--- src/rtl/ram_port_arbiter.sv ---
// rtl/ram_port_arbiter.sv - two-requester arbiter in front of the single-port data RAM
//
// Shares one single-port RAM between the core load/store port and the host
// loader/dumper port. One access is granted per cycle. A round-robin priority
// bit resolves contention. The host may hold the RAM for a bounded run of
// consecutive accesses by raising host_lock_i. Core byte addresses are checked
// for alignment and range; bad accesses are granted but never reach the RAM.
//
// Ports:
//   clock_i, reset_i        clock, synchronous active-high reset
//   core_req_i .. _wdata_i  core request: load/store, byte address, store data
//   core_gnt_o              core access accepted this cycle
//   core_rvalid_o/_rdata_o  core load data, one cycle after a load grant
//   core_err_o              pulse in the grant cycle of a bad core access
//   host_req_i .. _wdata_i  host request: read/write, lock, word address, data
//   host_gnt_o              host access accepted this cycle
//   host_rvalid_o/_rdata_o  host read data, one cycle after a read grant
//   ram_en_o .. ram_wdata_o RAM access strobe, write enable, word address, data
//   ram_rdata_i             RAM read data, valid the cycle after a read enable

module ram_port_arbiter #(
    parameter int DATAWIDTH = 32,
    parameter int ADDRWIDTH = 10,
    parameter int RAMDEPTH  = 1024,
    parameter int MAXLOCK   = 16
) (
    input  logic                 clock_i,
    input  logic                 reset_i,

    input  logic                 core_req_i,
    input  logic                 core_we_i,
    input  logic [31:0]          core_addr_i,
    input  logic [DATAWIDTH-1:0] core_wdata_i,
    output logic                 core_gnt_o,
    output logic                 core_rvalid_o,
    output logic [DATAWIDTH-1:0] core_rdata_o,
    output logic                 core_err_o,

    input  logic                 host_req_i,
    input  logic                 host_we_i,
    input  logic                 host_lock_i,
    input  logic [ADDRWIDTH-1:0] host_addr_i,
    input  logic [DATAWIDTH-1:0] host_wdata_i,
    output logic                 host_gnt_o,
    output logic                 host_rvalid_o,
    output logic [DATAWIDTH-1:0] host_rdata_o,

    output logic                 ram_en_o,
    output logic                 ram_we_o,
    output logic [ADDRWIDTH-1:0] ram_addr_o,
    output logic [DATAWIDTH-1:0] ram_wdata_o,
    input  logic [DATAWIDTH-1:0] ram_rdata_i
);

    localparam int LOCKW = $clog2(MAXLOCK) + 1;

    typedef enum logic {
        SIDE_CORE = 1'b0,
        SIDE_HOST = 1'b1
    } side_e;

    side_e            prio_q,    prio_d;
    logic [LOCKW-1:0] lockcnt_q, lockcnt_d;
    side_e            rsel_q,    rsel_d;
    logic             rpend_q,   rpend_d;
    logic             errpend_q, errpend_d;
    // Host owned the RAM in the previous cycle; a lock only extends a run
    // that is already in progress.
    logic             hlast_q,   hlast_d;

    logic             core_bad;
    logic             contend;
    logic             lock_full;
    logic             lock_hold;
    logic             core_win;
    logic             host_win;
    logic             core_ram;

    // The full 30-bit word index is compared so that addresses beyond the
    // ram_addr_o field are caught rather than aliased onto low words.
    assign core_bad  = (core_addr_i[1:0] != 2'b00)
                     || ({2'b00, core_addr_i[31:2]} >= 32'(RAMDEPTH));

    assign contend   = core_req_i & host_req_i;
    assign lock_full = (lockcnt_q == LOCKW'(MAXLOCK));
    assign lock_hold = hlast_q & host_lock_i & ~lock_full;

    // Winner selection. Under contention an exhausted lock forces the core,
    // a live lock keeps the host, otherwise the priority bit decides.
    always_comb begin
        core_win = 1'b0;
        host_win = 1'b0;
        if (!reset_i) begin
            if (contend) begin
                if (lock_full) begin
                    core_win = 1'b1;
                end else if (lock_hold) begin
                    host_win = 1'b1;
                end else if (prio_q == SIDE_HOST) begin
                    host_win = 1'b1;
                end else begin
                    core_win = 1'b1;
                end
            end else begin
                core_win = core_req_i;
                host_win = host_req_i;
            end
        end
    end

    assign core_ram    = core_win & ~core_bad;

    assign core_gnt_o  = core_win;
    assign host_gnt_o  = host_win;
    assign core_err_o  = core_win & core_bad;

    assign ram_en_o    = host_win | core_ram;
    assign ram_we_o    = host_win ? host_we_i : (core_ram & core_we_i);
    assign ram_addr_o  = host_win ? host_addr_i
                       : core_ram ? core_addr_i[ADDRWIDTH+1:2]
                       : '0;
    assign ram_wdata_o = host_win ? host_wdata_i
                       : core_ram ? core_wdata_i
                       : '0;

    // Read return is steered by the owner recorded at grant time, so
    // alternating owners can read back to back without cross-delivery.
    assign core_rvalid_o = ~reset_i & rpend_q & (rsel_q == SIDE_CORE);
    assign host_rvalid_o = ~reset_i & rpend_q & (rsel_q == SIDE_HOST);
    assign core_rdata_o  = (core_rvalid_o & ~errpend_q) ? ram_rdata_i : '0;
    assign host_rdata_o  = host_rvalid_o ? ram_rdata_i : '0;

    always_comb begin
        prio_d    = prio_q;
        lockcnt_d = lockcnt_q;

        // Only contended grants hand priority to the side that lost.
        if (contend && (core_win || host_win)) begin
            prio_d = core_win ? SIDE_HOST : SIDE_CORE;
        end

        // lockcnt counts the host wins that were forced by the lock.
        if (core_win || !host_lock_i) begin
            lockcnt_d = '0;
        end else if (contend && lock_hold) begin
            lockcnt_d = lockcnt_q + LOCKW'(1);
        end

        hlast_d   = host_win;
        rpend_d   = (core_win & ~core_we_i) | (host_win & ~host_we_i);
        rsel_d    = host_win ? SIDE_HOST : SIDE_CORE;
        errpend_d = core_win & ~core_we_i & core_bad;
    end

    always_ff @(posedge clock_i) begin
        if (reset_i) begin
            prio_q    <= SIDE_CORE;
            lockcnt_q <= '0;
            rsel_q    <= SIDE_CORE;
            rpend_q   <= 1'b0;
            errpend_q <= 1'b0;
            hlast_q   <= 1'b0;
        end else begin
            prio_q    <= prio_d;
            lockcnt_q <= lockcnt_d;
            rsel_q    <= rsel_d;
            rpend_q   <= rpend_d;
            errpend_q <= errpend_d;
            hlast_q   <= hlast_d;
        end
    end

endmodule

--- config.mk ---
export PLATFORM = sky130hd
export DESIGN_NAME = ram_port_arbiter
export DESIGN_NICKNAME = d
export VERILOG_FILES = /design/src/rtl/ram_port_arbiter.sv
export SDC_FILE = /design/constraint.sdc
export NUM_CORES = 1
export LEC_CHECK = 0
export CAP_MARGIN = 20
export CORE_AREA = 2 2 99 101
export CTS_BUF_LIST = sky130_fd_sc_hd__clkbuf_8
export CTS_CLUSTER_SIZE = 25
export DETAILED_ROUTE_END_ITERATION = 10
export DIE_AREA = 0 0 101 103
export PLACE_DENSITY = 0.7
export SLEW_MARGIN = 20
export SYNTH_ARGS = -nofsm -noshare
export SYNTH_HDL_FRONTEND = slang
export SYNTH_SLANG_ARGS = --single-unit
--- constraint.sdc ---
create_clock -name clock_i -period 2.35 [get_ports clock_i]
set_clock_uncertainty 0.1 [all_clocks]
set_input_delay 0.47 -clock clock_i [delete_from_list [all_inputs] [get_ports clock_i]]
set_output_delay 0.47 -clock clock_i [all_outputs]
set_load 0.05 [all_outputs]
* Yosys cells after proc, flatten, opt, wreduce, memory -nomap -nowiden
Index checks and enable logic that the tools add are counted.
Widths: inputs -> output; s select.
** Cells by class
- Reductions and logical operators :: 8
- $mul :: 0
- Equal/unequal tests :: 1
- Div/mod/pow operators :: 0
- Add/subtract/negate cells :: 1
- Bitwise gates (word level) :: 22
- $lt $le $gt $ge :: 1
- Shifts and indexed selects :: 0
- Muxes and demuxes :: 19
** Operators with widths (count)
- $mux 32 :: 4
- $ge 30x11->1 const B :: 1
- $mux 10 :: 2
- $and 1x1->1 :: 13
- $mux 1 :: 13
- $not 1->1 :: 7
- $add 5x1->5 const B :: 1
- $eq 5x5->1 const B :: 1
- $logic_or 1x1->1 :: 3
- $logic_and 1x1->1 :: 2
- $or 1x1->1 :: 2
- $reduce_bool 2->1 :: 1
- $reduce_or 2->1 :: 1
- $logic_not 1->1 :: 1
** Word-level totals
- Register bits :: 10
- Bits in read-only memories :: 0
- Memories kept :: 0
- Output and inout bits :: 113
- Bits in writable memories :: 0
- Word-level logic and storage cells :: 58
- Latch bits :: 0
- Input port bits :: 145

* Logic depth before layout (Yosys ltp)
- Depth after elaboration :: 10
- Gate-level depth with buffers :: 8
- Gate-level depth less buffers :: 6

* Worst setup path before layout
OpenSTA, ideal clock, no wires.
- Kind :: input to output
- Start :: in reset_i
- End :: out core_rdata_o[10]
- Buffers on the path :: 1
- Stages :: 4
- Arrival time :: 2.665 ns
- Data required time :: 1.780 ns
- Setup slack :: -0.885 ns
- Cell sequence :: nor3b_1 > nor2b_1 > clkbuf_1 > and2_1
** On the way
- Longest elaborated chain between the ends :: 5
** RTL lines
- from (decl) :: line 28 : input logic reset_i,
- $not 1->1 :: line 128 : assign core_rvalid_o = ~reset_i & rpend_q & (rsel_q == SIDE_CORE);
- $and 1x1->1 (2 in a row) :: line 128
- $and 1x1->1 :: line 130 : assign core_rdata_o = (core_rvalid_o & ~errpend_q) ? ram_rdata_i : '0;
- $mux 32 :: line 130
- to (decl) :: line 36 : output logic [DATAWIDTH-1:0] core_rdata_o,
No other way between the ends.

* Worst setup path after layout
- Start :: reg lockcnt_q[0]
- End :: out ram_wdata_o[13]
** On the way
- Longest elaborated chain between the ends :: 10
- Elaborated cells on any way between the ends :: 14
- Those cells by class :: 1 x eq/ne; 10 x mux; 3 x bitwise
** RTL lines
- from (decl) :: line 63 : logic [LOCKW-1:0] lockcnt_q, lockcnt_d;
- from (signal assigned) :: line 165 : lockcnt_q <= lockcnt_d;
- $eq 5x5->1 (*) :: line 85 : assign lock_full = (lockcnt_q == LOCKW'(MAXLOCK));
- $not 1->1 :: line 86 : assign lock_hold = hlast_q & host_lock_i & ~lock_full;
- $and 1x1->1 :: line 86
- $mux 1 :: line 97 : end else if (lock_hold) begin
- $mux 1 :: line 95 : if (lock_full) begin
- $mux 1 :: line 94 : if (contend) begin
- $mux 1 :: line 93 : if (!reset_i) begin
- $and 1x1->1 :: line 111 : assign core_ram = core_win & ~core_bad;
- $mux 32 :: line 123 : : core_ram ? core_wdata_i
- $mux 32 (*) :: line 122 : assign ram_wdata_o = host_win ? host_wdata_i
- to (decl) :: line 51 : output logic [DATAWIDTH-1:0] ram_wdata_o,
Every way passes the cells marked *; elsewhere a longest branch is shown, timed or not.

==> impl_metrics.yaml <==
outcome:
  status: "complete, but fails checks"
  violations: "setup timing"
cells_and_area:
  layout.nets: 618
  syn_to_final_growth_pct: 339
  layout_commonest_cell: "clkdlybuf4s50_1"
  fillerInstances: 667
  layout_common_cells: "clkdlybuf4s50_1, buf_12, a22o_4, and2_1, and2_4"
  fin_util_pct: 66.6
  n_antenna_cell: 0
  drive_gt1_share_pct: 55.1
floorplanning:
  io_pins: 258
  die_y_um: 103
  die_w_um: 101
  start_util_pct: 15.2
  row_count: 36
  core_um2: 9460
  dieArea_um2: 10400
routing:
  vias: 2625
  wl_mm: 10.6
  avgRoutedWirePerCell_um: 18.1
  first_pass_iters: 4
  drt_iter0_markers: 50
  drt-vias-per-instance: 4.49
  ant_nets: 0
  drc: 0
synthesis:
  ys_types: 32
  synth_area_leader_cell: "and2_1"
  synth-seq-cells: 9
  yosysTopAreaCellShare_pct: 27.9
  syn_nets: 330
  synth.avg_cell_area_um2: 7.84
  synth_cells: 183
  syn_area_um2: 1440
  synth.area.top_cells: "and2_1, a22o_1, dfxtp_1"
  ys.warnings.count: 0
  yosysSeqAreaShare_pct: 12.6
setup_path:
  critPathMaxFanout: 5
  criticalPathCategory: "reg -> out"
  path_cells: "inv_2 -> ha_4 -> and4bb_4 -> o311ai_4 -> nor3_4 -> buf_6 -> clkbuf_16 -> a22o_4 -> buf_12"
  crit_path_start_kind: "flop"
  end_kind: "output port"
  timing.rr.end: "rpend_q"
  r2r_start: "lockcnt_q[0]"
  required_ns: 1.78
  critPathSlowestCell: "o311ai_4"
  critPathBufInv: 4
  r2r_slack_ns: 0.62
  critPathTopFamily: "compound AO/OA/AOI/OAI gates"
  worstPathArrival_ns: 2.11
  cpPeakStageDelay_ns: 0.33
  reg2regPathDepth: 7
clock_tree:
  clock_path_buffers: 2
  root_buffer: "clkbuf_8"
  cts_buffers: 3
  cts_hold_buf: 0
  cts.sinks: 9
  h-tree-depth: 1
  tritoncts: "done"
  clk_pin_slew_ns: 0.05
  clock_latency_ns: 0.24
timing:
  holdWs_ns: 0.414
  hold_viol: 0
  max_slew_margin_pct: 76.0
  rsz0062_at_grt: "yes"
  fmax_mhz: 373
  worstMarginPinSlew_ns: 0.359
  setup_viol: 45
  fin_ws_ns: -0.333
  final_max_slew_viol_count: 0
  period_minus_slack_ns: 2.68
  post-route-period-util_pct: 114
worst_hold_path:
  min_to: "prio_q"
  min_from: "prio_q"
  hold_path_depth: 2
  min_path_type: "reg -> reg"
global_routing:
  grt_first_pass_wirelength_mm: 15.6
  grt_antenna_before_repair: 0
  grt_usage_pct: 19.4
  gr-total-overflow: 0
  grt_max_degree: 34
  grt_pass1_vias: 2779
power_and_ir_drop:
  p_leak_nw: 2.70
  finalPower_mw: 1.20
  p_per_area_nw_per_um2: 191
  peakVddDrop_mv: 0.127
placement:
  port_buffers: 257
  place_hpwl_mm: 7.94
  place_congestion: 0.819
  dp_slack_ns: -0.514
job:
  drv_cap: 0
==> worst max path at each step <==
stage	slack (ns)	end	cells after the start	startpoint
floorplan	-0.005	ram_wdata_o[23]	8	lockcnt_q[0]
global placement	-0.49	ram_en_o	8	host_lock_i
detailed placement	-0.51	ram_wdata_o[17]	8	core_addr_i[0]
CTS	-0.43	ram_en_o	10	lockcnt_q[0]
global route	-0.41	ram_wdata_o[13]	9	core_addr_i[23]
finish	-0.33	ram_wdata_o[13]	9	lockcnt_q[0]
==> area by class of cell <==
| cell class | count | area [um^2] | area share [%] |
|---|---|---|---|
| clock buffer | 3 | 41.3 | 0.655 |
| clock inverter | 1 | 3.75 | 0.0596 |
| inverter | 6 | 22.5 | 0.357 |
| multi-input combinational | 153 | 1630 | 25.9 |
| sequential | 9 | 184 | 2.92 |
| tap | 114 | 143 | 2.26 |
| timing repair buffer | 298 | 4280 | 67.8 |
==> logic make-up (layout without fill, tap and decap cells) <==
family | Yosys count | count (layout) | synth area share, %
compound gates | 50 | 50 | 31.1
xor+xnor | 3 | 3 | 1.83
fa+ha+maj | 2 | 2 | 1.74
buf+inv | 21 | 308 | 9.94
flops | 9 | 9 | 12.6
mux | 2 | 2 | 1.39
simple gates | 96 | 96 | 41.4
==> worst register-to-register path, delay by kind of cell (launching register included) <==
kind / cells / cell delay, ns
and+or+nand+nor: 2 / 0.52
buffers and inverters: 2 / 0.27
adders and majority gates: 1 / 0.15
DFF: 1 / 0.32
AOI/OAI and AO/OA: 2 / 0.30
==> power by group <==
group          internal, mW  total [mW]  leakage [nW]  switching [mW]
combinational         0.501       0.858          2.59           0.357
sequential            0.158       0.160        0.0746         0.00293
clock                 0.114       0.184        0.0269          0.0693
==> registers in the layout, indices dropped and copies added, names as in the netlist <==
register	cells
lockcnt_q	5
rpend_q	1
errpend_q	1
prio_q	1
rsel_q	1
==> stage by stage <==
stage	cells	TNS (ns)	cell area, um^2
2_1_floorplan	183	-0.0404	1550
3_3_place_gp	559	-26.30	5470
3_5_place_dp	559	-28.13	5470
4_1_cts	581	-16.33	6200
5_1_grt	584	-16.71	6300
6_report	584	-13.49	6300
==> layer usage <==
metal | vias up | wire length (um) | GRT usage (%)
met4 | 0 | 528 | 8.84
met3 | 29 | 988 | 4.95
li1 | 1243 | - | -
met2 | 181 | 5760 | 38.6
met1 | 1172 | 3290 | 18.5
met5 | - | 0 | 0
==> cells in the mapped netlist, drive strengths merged <==
library cell and number:
o21ai 1, or2 1, dfxtp 9, and2b 1, a22o 43, a311oi 1
nand2 2, nand3 1, and2 64, o2bb2ai 1, nor3 2, and4 1
buf 9, o31ai 1, a21oi 2, xnor2 1, nor2b 1, nand4 3
nor3b 1, clkbuf 6, nor2 10, mux2i 2, xor2 2, and3 3
o311ai 1, and4bb 1, nor4 5, inv 6, ha 2
==> repair_timing <==
action / 4_1_cts / 5_1_grt
gates resized for setup: 99 / 42
pin swaps: 11 / 15
cloned: 9 / 3
endpoints found under the setup margin: 111 / 62
setup buffers: 10 / 3
(Power assumes the default switching activity.)
